===== src/rtl/systolic_skew_feeder_if.sv =====
// Operand interface of the systolic skew feeder: job control, input vector stream and skewed edge output.
// lane_valid exists only when SKEW_FEEDER_LANE_VALID_EN is defined.
interface systolic_skew_feeder_if #(
   parameter int N  = 4,
   parameter int W  = 8,
   parameter int KW = 8
);
   logic           start;
   logic [KW-1:0]  k_len;
   logic           in_valid;
   logic           in_ready;
   logic [N*W-1:0] in_data;
   logic [N*W-1:0] edge_out;
   logic           busy;
   logic           done;
`ifdef SKEW_FEEDER_LANE_VALID_EN
   logic [N-1:0]   lane_valid;
`endif

   modport master (
      output start, k_len, in_valid, in_data,
`ifdef SKEW_FEEDER_LANE_VALID_EN
      input  lane_valid,
`endif
      input  in_ready, edge_out, busy, done
   );

   modport slave (
      input  start, k_len, in_valid, in_data,
`ifdef SKEW_FEEDER_LANE_VALID_EN
      output lane_valid,
`endif
      output in_ready, edge_out, busy, done
   );
endinterface


===== src/rtl/systolic_skew_feeder.sv =====
// Feeds one edge of an N-lane systolic array: lane i is delayed i extra cycles, bubbles are zero.
// Optional per-lane valid flags under SKEW_FEEDER_LANE_VALID_EN.
module systolic_skew_feeder #(
   parameter int N  = 4,
   parameter int W  = 8,
   parameter int KW = 8
) (
   input  logic                 i_clk,
   input  logic                 i_rst_n,
   systolic_skew_feeder_if.slave bus
);
   typedef enum logic [1:0] {
      ST_IDLE   = 2'd0,
      ST_STREAM = 2'd1,
      ST_FLUSH  = 2'd2,
      ST_DONE   = 2'd3
   } state_t;

   state_t        r_state;
   logic [KW-1:0] r_k_len;
   logic [KW-1:0] r_beat;
   logic [KW-1:0] r_flush;
   logic          r_busy;
   logic          r_done;
   logic          w_accept;
   logic          w_last_beat;

   assign w_accept     = bus.in_valid && (r_state == ST_STREAM);
   // Comparing against k_len-1 keeps the counter below k_len, so the maximum k_len never wraps.
   assign w_last_beat  = (r_beat == (r_k_len - KW'(1)));
   assign bus.in_ready = (r_state == ST_STREAM);
   assign bus.busy     = r_busy;
   assign bus.done     = r_done;

   // Job sequencer with registered busy/done.
   always_ff @(posedge i_clk or negedge i_rst_n) begin
      if (!i_rst_n) begin
         r_state <= ST_IDLE;
         r_k_len <= {KW{1'b0}};
         r_beat  <= {KW{1'b0}};
         r_flush <= {KW{1'b0}};
         r_busy  <= 1'b0;
         r_done  <= 1'b0;
      end else begin
         case (r_state)
            ST_IDLE: begin
               r_done <= 1'b0;
               if (bus.start) begin
                  r_k_len <= bus.k_len;
                  r_beat  <= {KW{1'b0}};
                  r_flush <= {KW{1'b0}};
                  if (bus.k_len != {KW{1'b0}}) begin
                     r_state <= ST_STREAM;
                     r_busy  <= 1'b1;
                  end else begin
                     r_state <= ST_DONE;
                     r_done  <= 1'b1;
                  end
               end
            end
            ST_STREAM: begin
               if (w_accept) begin
                  if (w_last_beat) begin
                     r_state <= ST_FLUSH;
                     r_beat  <= {KW{1'b0}};
                  end else begin
                     r_beat <= r_beat + KW'(1);
                  end
               end
            end
            ST_FLUSH: begin
               // N-1 flush cycles let the last word reach lane N-1.
               if (r_flush == KW'(N - 2)) begin
                  r_state <= ST_DONE;
                  r_flush <= {KW{1'b0}};
                  r_busy  <= 1'b0;
                  r_done  <= 1'b1;
               end else begin
                  r_flush <= r_flush + KW'(1);
               end
            end
            ST_DONE: begin
               r_state <= ST_IDLE;
               r_done  <= 1'b0;
            end
            default: begin
               r_state <= ST_IDLE;
               r_busy  <= 1'b0;
               r_done  <= 1'b0;
            end
         endcase
      end
   end

   for (genvar g = 0; g < N; g++) begin : g_lane
      logic [W-1:0] r_sr [g+1];
      logic [W-1:0] w_stage0;

      assign w_stage0 = w_accept ? bus.in_data[g*W +: W] : {W{1'b0}};

      // Lane g: g-deep delay line; the last element is the edge output register.
      always_ff @(posedge i_clk or negedge i_rst_n) begin
         if (!i_rst_n) begin
            for (int j = 0; j <= g; j++) begin
               r_sr[j] <= {W{1'b0}};
            end
         end else begin
            r_sr[0] <= w_stage0;
            for (int j = 1; j <= g; j++) begin
               r_sr[j] <= r_sr[j-1];
            end
         end
      end

      assign bus.edge_out[g*W +: W] = r_sr[g];

`ifdef SKEW_FEEDER_LANE_VALID_EN
      logic r_v [g+1];

      // Accept flag travels alongside the data through the same skew depth.
      always_ff @(posedge i_clk or negedge i_rst_n) begin
         if (!i_rst_n) begin
            for (int j = 0; j <= g; j++) begin
               r_v[j] <= 1'b0;
            end
         end else begin
            r_v[0] <= w_accept;
            for (int j = 1; j <= g; j++) begin
               r_v[j] <= r_v[j-1];
            end
         end
      end

      assign bus.lane_valid[g] = r_v[g];
`endif
   end
endmodule


===== src/flat_wrapper.sv =====
// flat-port wrapper written by rule: the top's interface ports become plain ports
module systolic_skew_feeder_flat 
#(
   parameter int N  = 4,
   parameter int W  = 8,
   parameter int KW = 8
)
  (i_clk, i_rst_n, bus_start, bus_k_len, bus_in_valid, bus_in_data, bus_in_ready, bus_edge_out, bus_busy, bus_done);
  systolic_skew_feeder_if #(.N(N), .W(W), .KW(KW)) bus_i ();
  input  logic i_clk;
  input  logic i_rst_n;
  input wire logic [$bits(bus_i.start)-1:0] bus_start;
  input wire logic [$bits(bus_i.k_len)-1:0] bus_k_len;
  input wire logic [$bits(bus_i.in_valid)-1:0] bus_in_valid;
  input wire logic [$bits(bus_i.in_data)-1:0] bus_in_data;
  output wire logic [$bits(bus_i.in_ready)-1:0] bus_in_ready;
  output wire logic [$bits(bus_i.edge_out)-1:0] bus_edge_out;
  output wire logic [$bits(bus_i.busy)-1:0] bus_busy;
  output wire logic [$bits(bus_i.done)-1:0] bus_done;
  assign bus_i.start = bus_start;
  assign bus_i.k_len = bus_k_len;
  assign bus_i.in_valid = bus_in_valid;
  assign bus_i.in_data = bus_in_data;
  assign bus_in_ready = bus_i.in_ready;
  assign bus_edge_out = bus_i.edge_out;
  assign bus_busy = bus_i.busy;
  assign bus_done = bus_i.done;
  systolic_skew_feeder #(.N(N), .W(W), .KW(KW)) u_core (.i_clk(i_clk), .i_rst_n(i_rst_n), .bus(bus_i));
endmodule

===== config.mk =====
export PLATFORM = sky130hd
export DESIGN_NAME = systolic_skew_feeder_flat
export DESIGN_NICKNAME = d
export VERILOG_FILES = /design/src/rtl/systolic_skew_feeder_if.sv /design/src/rtl/systolic_skew_feeder.sv /design/src/flat_wrapper.sv
export SDC_FILE = /design/constraint.sdc
export NUM_CORES = 1
export LEC_CHECK = 0
export ABC_CLOCK_PERIOD_IN_PS = 2300
export CORE_MARGIN = 1.5
export CORE_UTILIZATION = 51
export CTS_CLUSTER_SIZE = 12
export DETAILED_ROUTE_END_ITERATION = 10
export PLACE_DENSITY = 0.83
export SLEW_MARGIN = 40
export SYNTH_ARGS = -nofsm -noshare
export SYNTH_HDL_FRONTEND = slang
export SYNTH_SLANG_ARGS = --single-unit

===== constraint.sdc =====
create_clock -name i_clk -period 2.3 [get_ports i_clk]
set_input_delay 0.23 -clock i_clk [delete_from_list [all_inputs] [get_ports i_clk]]
set_output_delay 0.23 -clock i_clk [all_outputs]
set_load 0.02 [all_outputs]

* Word-level counts from Yosys, hierarchy flattened
Cells that the tools add are included.
** Storage, ports and cells
- Memories :: 0
- Register bits after elaboration :: 108
- Bits in writable memories :: 0
- Latch bits :: 0
- Memory bits (read-only) :: 0
** Cells by class
- Divide/modulo/power cells :: 0
- Add/subtract/negate cells :: 3
- Bitwise logic cells :: 0
- Shift-type cells :: 0
- Equal/unequal tests :: 10
- Reduce and logical (&&, ||, !) cells :: 12
- Multiply operators :: 0
- Muxes and demuxes :: 24
- Order comparisons :: 0
** Operator list (number)
- 8-bit 2-to-1 mux :: 8
- 8-bit one-hot mux with 2 select lines :: 2
- 8-bit by 1-bit adder with 8-bit output (second input constant) :: 2
- 2-bit 2-to-1 mux :: 5
- 8-bit by 2-bit == test with 1-bit output (second input constant) :: 1
- 8-bit == test :: 1
- 2-bit by 1-bit != test with 1-bit output (second input constant) :: 4
- 2-bit one-hot mux with 4 select lines :: 1
- 4-bit AND reduction :: 2
- 8-bit nonzero test :: 1
- 8-bit by 1-bit subtractor with 8-bit output (second input constant) :: 1
- 1-bit 2-to-1 mux :: 6
- 2-bit AND reduction :: 3
- 2-bit == test (second input constant) :: 2
- 2-bit nonzero test :: 2
- 1-bit one-hot mux with 3 select lines :: 1
- 3-bit AND reduction :: 1
- 3-bit nonzero test :: 1
- 2-bit by 1-bit == test with 1-bit output (second input constant) :: 1
- 2-bit logical NOT :: 1
- 2-bit != test (second input constant) :: 1
- 1-bit one-hot mux with 2 select lines :: 1
- 1-bit logical AND :: 1

* Depth between registers and ports, before layout
Gate-level depths: netlist of the first run.
- Depth in word-level cells :: 5
- Depth in mapped cells :: 9
- Mapped depth without buffers :: 8

* Worst setup path after synthesis of the first run
No wires, ideal clock.
- Path kind :: reg2reg
- Start point :: reg u_core.r_flush[0]
- End point :: reg u_core.r_state[0]
- Path slack :: 0.257 ns
- Stages on the path, launching flop included :: 9
- Period minus slack after synthesis :: 2.043 ns
- Data arrival time :: 1.964 ns
- Data required time :: 2.221 ns
- Setup time :: 0.079 ns
- Path through :: dfrtp_1 > inv_1 > ha_1 > or4b_1 > o41ai_1 > buf_4 > nand2_1 > a21oi_4 > mux2i_1
** On the way
- Cells in the longest elaborated chain, start to end :: 3
** Ends and longest elaborated chain
- start: declaration :: line systolic_skew_feeder.sv:22 : logic [KW-1:0] r_flush;
- start signal: assignment :: line systolic_skew_feeder.sv:41 : r_flush <= {KW{1'b0}};
- start signal: assignment :: line systolic_skew_feeder.sv:51 : r_flush <= {KW{1'b0}};
- start signal: assignment :: line systolic_skew_feeder.sv:75 : r_flush <= {KW{1'b0}};
- 8-bit by 2-bit == test with 1-bit output :: line systolic_skew_feeder.sv:73 : if (r_flush == KW'(N - 2)) begin
- 2-bit by 1-bit != test with 1-bit output (no source line)
- 4-bit AND reduction (no source line)
- end signal: assignment :: line systolic_skew_feeder.sv:74 : r_state <= ST_DONE;
- end signal: assignment :: line systolic_skew_feeder.sv:83 : r_state <= ST_IDLE;
- end signal: assignment :: line systolic_skew_feeder.sv:87 : r_state <= ST_IDLE;
- end: declaration :: line systolic_skew_feeder.sv:19 : state_t r_state;
No other way between the ends.
A chain may end at the register's enable or synchronous reset.

* Worst setup path after layout of the first run
- Start point :: reg u_core.r_k_len[0]
- End point :: reg u_core.r_state[0]
** On the way
- Cells in the longest elaborated chain, start to end :: 4
** Ends and longest elaborated chain
- start: declaration :: line systolic_skew_feeder.sv:20 : logic [KW-1:0] r_k_len;
- start signal: assignment :: line systolic_skew_feeder.sv:39 : r_k_len <= {KW{1'b0}};
- start signal: assignment :: line systolic_skew_feeder.sv:49 : r_k_len <= bus.k_len;
- 8-bit by 1-bit subtractor with 8-bit output :: line systolic_skew_feeder.sv:30 : assign w_last_beat = (r_beat == (r_k_len - KW'(1)));
- 8-bit == test :: line systolic_skew_feeder.sv:30
- 2-bit by 1-bit != test with 1-bit output (no source line)
- 4-bit AND reduction (no source line)
- end signal: assignment :: line systolic_skew_feeder.sv:38 : r_state <= ST_IDLE;
- end signal: assignment :: line systolic_skew_feeder.sv:53 : r_state <= ST_STREAM;
- end signal: assignment :: line systolic_skew_feeder.sv:56 : r_state <= ST_DONE;
No other way between the ends.

==> flow_summary.json, run 1 <==
{
  "status": "finished clean",
  "fin_skew_ps": 8.83,
  "cts.sinks": 108,
  "final_core_util": 0.649,
  "ant_nets": 0,
  "die_area_sq_mm": 0.00872,
  "synth_edf_count": 0,
  "path_clk_slew_ps": 100,
  "ys_types": 41,
  "place_congestion": 0.870,
  "grt_use_total": 0.182,
  "reg2regPathDepth": 6,
  "grtUsageMet2": 0.287,
  "synth_top_family_by_area": "simple AND/OR/NAND/NOR gates",
  "synth-seq-cells": 108,
  "ir_worst_vdd_mv": 0.573,
  "grt_pass1_vias": 2506,
  "syn_area_sq_mm": 0.00417,
  "cts-root-buf": "clkbuf_8",
  "power.leakage_uw": 0.00242,
  "num_vias": 2526,
  "place_area_sq_mm": 0.00488,
  "antenna_found_initial": 0,
  "criticalPathCategory": "flop to flop",
  "grtUsageMet1": 0.237,
  "yosys.area_share.adder": 0.0240,
  "area_growth_pct": 21.6,
  "synthXorXnorAreaFrac": 0.0147,
  "r2r_start": "u_core.r_k_len[0]$_DFFE_PN0P_",
  "tightestPinTransition_ps": 723,
  "rsz0062_at_grt": "false",
  "route.detailed.drc": 0,
  "hold_violations": 0,
  "synth_top_flop_cell": "dfrtp_1",
  "filler_cell_count": 591,
  "tns_ps": 0,
  "slew_viol_final": 0,
  "grt-busiest-layer": "met2",
  "required_ps": 2590,
  "post-route-min-period_ps": 2190,
  "final_nets": 436,
  "syn-num-nets": 375,
  "initial_core_util": 0.533,
  "grt_max_degree": 58,
  "first_iter_violations": 87,
  "arrival_ps": 2480,
  "grt_pass1_wl_mm": 12.0,
  "cts_tree": "done",
  "crit_start": "u_core.r_k_len[0]$_DFFE_PN0P_",
  "yosys_warnings": 0,
  "yosys.area_share.simple": 0.138,
  "synth-compound-area-share": 0.0688,
  "wirelength_mm": 7.20,
  "grt.met3_usage": 0.0585,
  "clock_latency_ps": 360,
  "worstSetupEndpoint": "u_core.r_state[0]$_DFFE_PN0P_",
  "globalRouteOverflowTotal": 0,
  "hold_class": "flop to flop",
  "post_cts_buffers": 0,
  "dr.pass1.iters": 4,
  "synth_cells": 323,
  "wire_per_inst_microns": 14.7,
  "clk_path_buf_depth": 2,
  "r2r-end": "u_core.r_state[0]$_DFFE_PN0P_",
  "synthMuxAreaShare": 0.0336,
  "finalCritPeriodShare": 0.950,
  "pin_count": 79,
  "die_w_microns": 93.4,
  "hpwlAfterDp_mm": 5.09,
  "p_per_area_mw_per_mm2": 1040,
  "port_buffers": 78,
  "rows": 32,
  "async_reset_ff_frac": 1.00,
  "die_h_microns": 93.4,
  "seq_area_frac_synth": 0.649,
  "setup_viol": 0,
  "stdcell_area_sq_mm": 0.00507,
  "viasPerCell": 5.16,
  "n_antenna_cell": 0,
  "maxCapViolations": 0,
  "r2r_slack_ps": 110,
  "synth_area_per_cell_sq_um": 12.9,
  "clock.fmax_ghz": 0.458,
  "worstSetupEndpointType": "flop",
  "cp_max_fo": 8,
  "drive_above_1_share": 0.111,
  "relSlewSlack": 0.518,
  "core_sq_mm": 0.00781,
  "cts_max_level": 3,
  "cp-start-kind": "flop",
  "cts_buffers": 9
}
cell type report:
class | instances | area, sq um | share of cell area
Sequential cell | 108 | 2700 | 0.533
Tap cell | 102 | 128 | 0.0252
Timing Repair Buffer | 87 | 861 | 0.170
Multi-Input combinational cell | 168 | 1170 | 0.231
Clock buffer | 10 | 128 | 0.0252
Inverter | 10 | 37.5 | 0.00741
Clock inverter | 5 | 37.5 | 0.00741
state kept, by name, indices dropped and copies added (netlist names):
signal	count
u_core.r_k_len	8
u_core.r_flush	8
u_core.g_lane.r_sr	56
u_core.bus.edge_out	24
u_core.r_state	2
u_core.bus.busy	1
u_core.bus.done	1
u_core.r_beat	8
kinds of logic after synthesis:
logic type               Yosys count
AO/OA/AOI/OAI                     38
XOR/XNOR                           7
adder cells (fa/ha/maj)            8
buffers and inverters             47
flip-flops                       108
multiplexers                      13
AND/OR/NAND/NOR                  102
power by group:
group	switching [uW]	leakage, uW	internal (uW)
sequential	254	0.00145	2280
clock	607	0.0000844	396
combinational	920	0.000884	808
total	1780	0.00242	3480
what timing repair did:
item	CTS	global route
resized for setup	0	2
endpoints found under the setup margin	0	8
hold endpoints to repair	56	0
hold buffers	1	0
layout by cell type, fill, tap and decap left out, types with 4 or more instances in the layout:
cell,count
inv_1,10
xor2_1,4
nand2b_1,6
o311ai_1,4
nor3_1,4
ha_1,7
clkbuf_8,9
clkdlybuf4s50_1,77
mux2i_1,5
buf_4,8
nand2_1,18
nand4_1,5
nor2_1,12
o21ai_0,16
mux2_2,8
nand3_1,8
dfrtp_1,108
and3_1,35
routing by layer:
layer | wire, microns | vias to the layer above
li1 | - | 1207
met1 | 3200 | 1249
met2 | 3570 | 60
met3 | 316 | 10
met4 | 106 | 0
met5 | 0 | -
how the worst min path moves through the flow:
stage | slack (ps) | depth (start not counted) | from | to
2_1_floorplan | -70 | 0 | i_rst_n | u_core.bus.busy$_DFFE_PN0P_
6_report | 350 | 0 | u_core.g_lane[3].r_sr[18]$_DFF_PN0_ | u_core.g_lane[3].r_sr[10]$_DFF_PN0_
5_1_grt | 360 | 0 | u_core.g_lane[3].r_sr[26]$_DFF_PN0_ | u_core.g_lane[3].r_sr[18]$_DFF_PN0_
3_5_place_dp | 330 | 1 | i_rst_n | u_core.bus.edge_out[13]$_DFF_PN0_
4_1_cts | 360 | 0 | u_core.g_lane[2].r_sr[10]$_DFF_PN0_ | u_core.bus.edge_out[18]$_DFF_PN0_
3_3_place_gp | 330 | 1 | i_rst_n | u_core.g_lane[1].r_sr[13]$_DFF_PN0_
cells in the mapped netlist, drive strengths merged (5+ instances only):
cell type / n / area (sq um)
ha: 8 / 100
nand4: 5 / 31.3
dfrtp: 108 / 2700
inv: 10 / 37.5
buf: 25 / 188
mux2: 8 / 90.1
o21ai: 17 / 85.1
and3: 35 / 219
nand3: 9 / 50.1
mux2i: 5 / 50.1
nand2b: 6 / 37.5
nor2: 12 / 45.0
clkbuf: 12 / 75.1
nand2: 18 / 67.6
worst max-delay path: stages (launching register included):
cell       delay (ps)
dfrtp_1           440
or3_4             420
or3_1             330
a41oi_2           260
o2111ai_4         240
a21oi_4           240
mux2i_1           200
through the flow:
step	power (uW)	std cells	setup WS, ps	hold WS, ps
2_1_floorplan	3790	323	257	-65.6
3_3_place_gp	4220	474	186	330
3_5_place_dp	4300	474	132	331
4_1_cts	5310	490	80.0	357
5_1_grt	5610	490	7.93	360
6_report	5260	490	115	354
Note: power is estimated with default switching activity, not from simulation.
==> run 2: changes to the inputs <==
- GPL_TIMING_DRIVEN: unset -> 0
==> run 2 against run 1 <==
Non-clock buffer count increased by 29. Critical path type unchanged. Setup slack got worse by 7.7 ps. Critical path depth unchanged. Maximum frequency decreased by 0.35%. Sequential cell count unchanged. Die area unchanged. Count of clock-buffer cells in the layout decreased by 1. Clock power increased by 27%.
==> flow_summary.json, run 2 (synthesis results as in run 1) <==
{
  "clock.fmax_ghz": 0.456,
  "mostFrequentLayoutCell": "dfrtp_1",
  "place_congestion": 0.860,
  "tightestPinTransition_ps": 491,
  "status": "finished clean",
  "wire_per_inst_microns": 15.2,
  "crit_family": "simple AND/OR/NAND/NOR gates",
  "cts_buffers": 9,
  "r2r_start": "u_core.r_k_len[0]$_DFFE_PN0P_",
  "tns_ps": 0,
  "n_antenna_cell": 0,
  "grt_max_degree": 67,
  "die_area_sq_mm": 0.00872,
  "grt_pass1_vias": 2854,
  "port_buffers": 78,
  "grt_pass1_wl_mm": 13.2,
  "die_h_microns": 93.4,
  "dr.pass1.iters": 4,
  "rows": 32,
  "initial_core_util": 0.533,
  "ant_nets": 0,
  "cp-start-kind": "flop",
  "largest_reg_flops": 56,
  "cp_cell_sequence": "or3_4 -> or3_1 -> a41oi_2 -> o2111ai_4 -> a21oi_4 -> mux2i_1",
  "power.leakage_uw": 0.00259,
  "hold_class": "input port to async pin",
  "worstSetupEndpointType": "flop",
  "num_vias": 2715,
  "fin_skew_ps": 8.43,
  "criticalPathCategory": "flop to flop",
  "hpwlAfterDp_mm": 5.68,
  "slew_viol_final": 0,
  "post-route-min-period_ps": 2190,
  "rsz0062_at_grt": "true",
  "wirelength_mm": 7.92,
  "route.detailed.drc": 0,
  "final_nets": 465,
  "antenna_found_initial": 0,
  "cts-root-buf": "clkbuf_8",
  "core_sq_mm": 0.00781,
  "cts_max_level": 3,
  "cp_max_fo": 8,
  "ir_worst_vdd_mv": 0.527,
  "pin_count": 79,
  "p_per_area_mw_per_mm2": 1060,
  "globalRouteOverflowTotal": 0,
  "slowest_delay_ps": 450,
  "area_growth_pct": 29.0,
  "clk_path_buf_depth": 2,
  "p_total_uw": 5690,
  "arrival_ps": 2470,
  "mostFrequentLayoutCells": "108 x dfrtp_1, 77 x clkdlybuf4s50_1, 35 x and3_1",
  "viasPerCell": 5.22,
  "clock_latency_ps": 360,
  "first_iter_violations": 96,
  "cts.sinks": 108,
  "top_register": "u_core.g_lane.r_sr",
  "finalCritPeriodShare": 0.954,
  "crit_path_top_delay_cell": "dfrtp_1",
  "cp.buffers_inverters": 0,
  "drive_above_1_share": 0.158,
  "cts_tree": "done",
  "crit_start": "u_core.r_k_len[0]$_DFFE_PN0P_",
  "hold_violations": 0,
  "path_clk_slew_ps": 100,
  "maxCapViolations": 0,
  "relSlewSlack": 0.666,
  "grt_use_total": 0.202,
  "setup_viol": 0,
  "die_w_microns": 93.4,
  "post_cts_buffers": 0,
  "required_ps": 2580
}
-- run 2: changes by cell type in the layout (fill, tap and decap cells not counted), moves of 2 or more --
cell / before / now
buf_4: 8 / 24
bufinv_16: 0 / 2
clkbuf_1: 1 / 8
clkbuf_8: 9 / 12
clkinv_2: 2 / 0
clkinv_4: 0 / 2
-- run 2: worst reg2reg max path: cells and delay by family, from the launching register on --
kind,cells,cell delay [ps]
AO/OA/AOI/OAI,3,700
flip-flops,1,450
multiplexers,1,210
AND/OR/NAND/NOR,2,760
-- run 2: power by group --
| group | internal [uW] | switching (uW) | total, uW |
|---|---|---|---|
| clock network | 629 | 640 | 1270 |
| logic | 919 | 987 | 1910 |
| registers | 2280 | 242 | 2520 |
-- run 2: path summary, 6_finish.rpt --
check,slack (ps),to,depth (start not counted)
setup / recovery,110,u_core.r_state[1]$_DFFE_PN0P_,6
hold / removal,330,u_core.g_lane[3].r_sr[15]$_DFF_PN0_,2
setup reg to reg,110,u_core.r_state[1]$_DFFE_PN0P_,6
hold reg to reg,360,u_core.g_lane[3].r_sr[16]$_DFF_PN0_,0
max in group asynchronous,1360,u_core.g_lane[3].r_sr[26]$_DFF_PN0_,3
min in group i_clk,360,u_core.g_lane[3].r_sr[16]$_DFF_PN0_,0
-- run 2: cell type report --
cell class                      instances  area (sq um)
Buffer                                 36           263
Clock buffer                            9           124
Clock inverter                          7           110
Fill cell                             574          2430
Inverter                               10          37.5
Multi-Input combinational cell        168          1180
Sequential cell                       108          2700
Tap cell                              102           128
Timing Repair Buffer                   80           823
-- run 2: what timing repair did --
action / 4_1_cts / 5_1_grt
hold buffers: 1 / 0
pin swaps: 0 / 2
endpoints found under the hold margin: 42 / 0
gates resized for setup: 2 / 2
setup endpoints to repair: 3 / 5
-- run 2: per-stage QoR --
stage | cell area (sq um) | setup slack (ps) | cells | utilization | hold slack, ps
after CTS | 5360 | 49.5 | 521 | 0.687 | 345
final | 5370 | 107 | 520 | 0.688 | 334
after floorplan | 4170 | 257 | 323 | - | -65.6
after global placement | 5070 | -2780 | 503 | 0.650 | 331
after global routing | 5370 | -4.70 | 520 | 0.688 | 356
after detailed placement | 5110 | 3.13 | 504 | 0.654 | 144
-- run 2: routing by layer --
metal	share of wire	routed length [microns]	GRT usage
met1	0.39	3120	0.228
met2	0.54	4270	0.367
met3	0.045	360	0.0512
met4	0.021	168	0.0694
met5	0	0	0
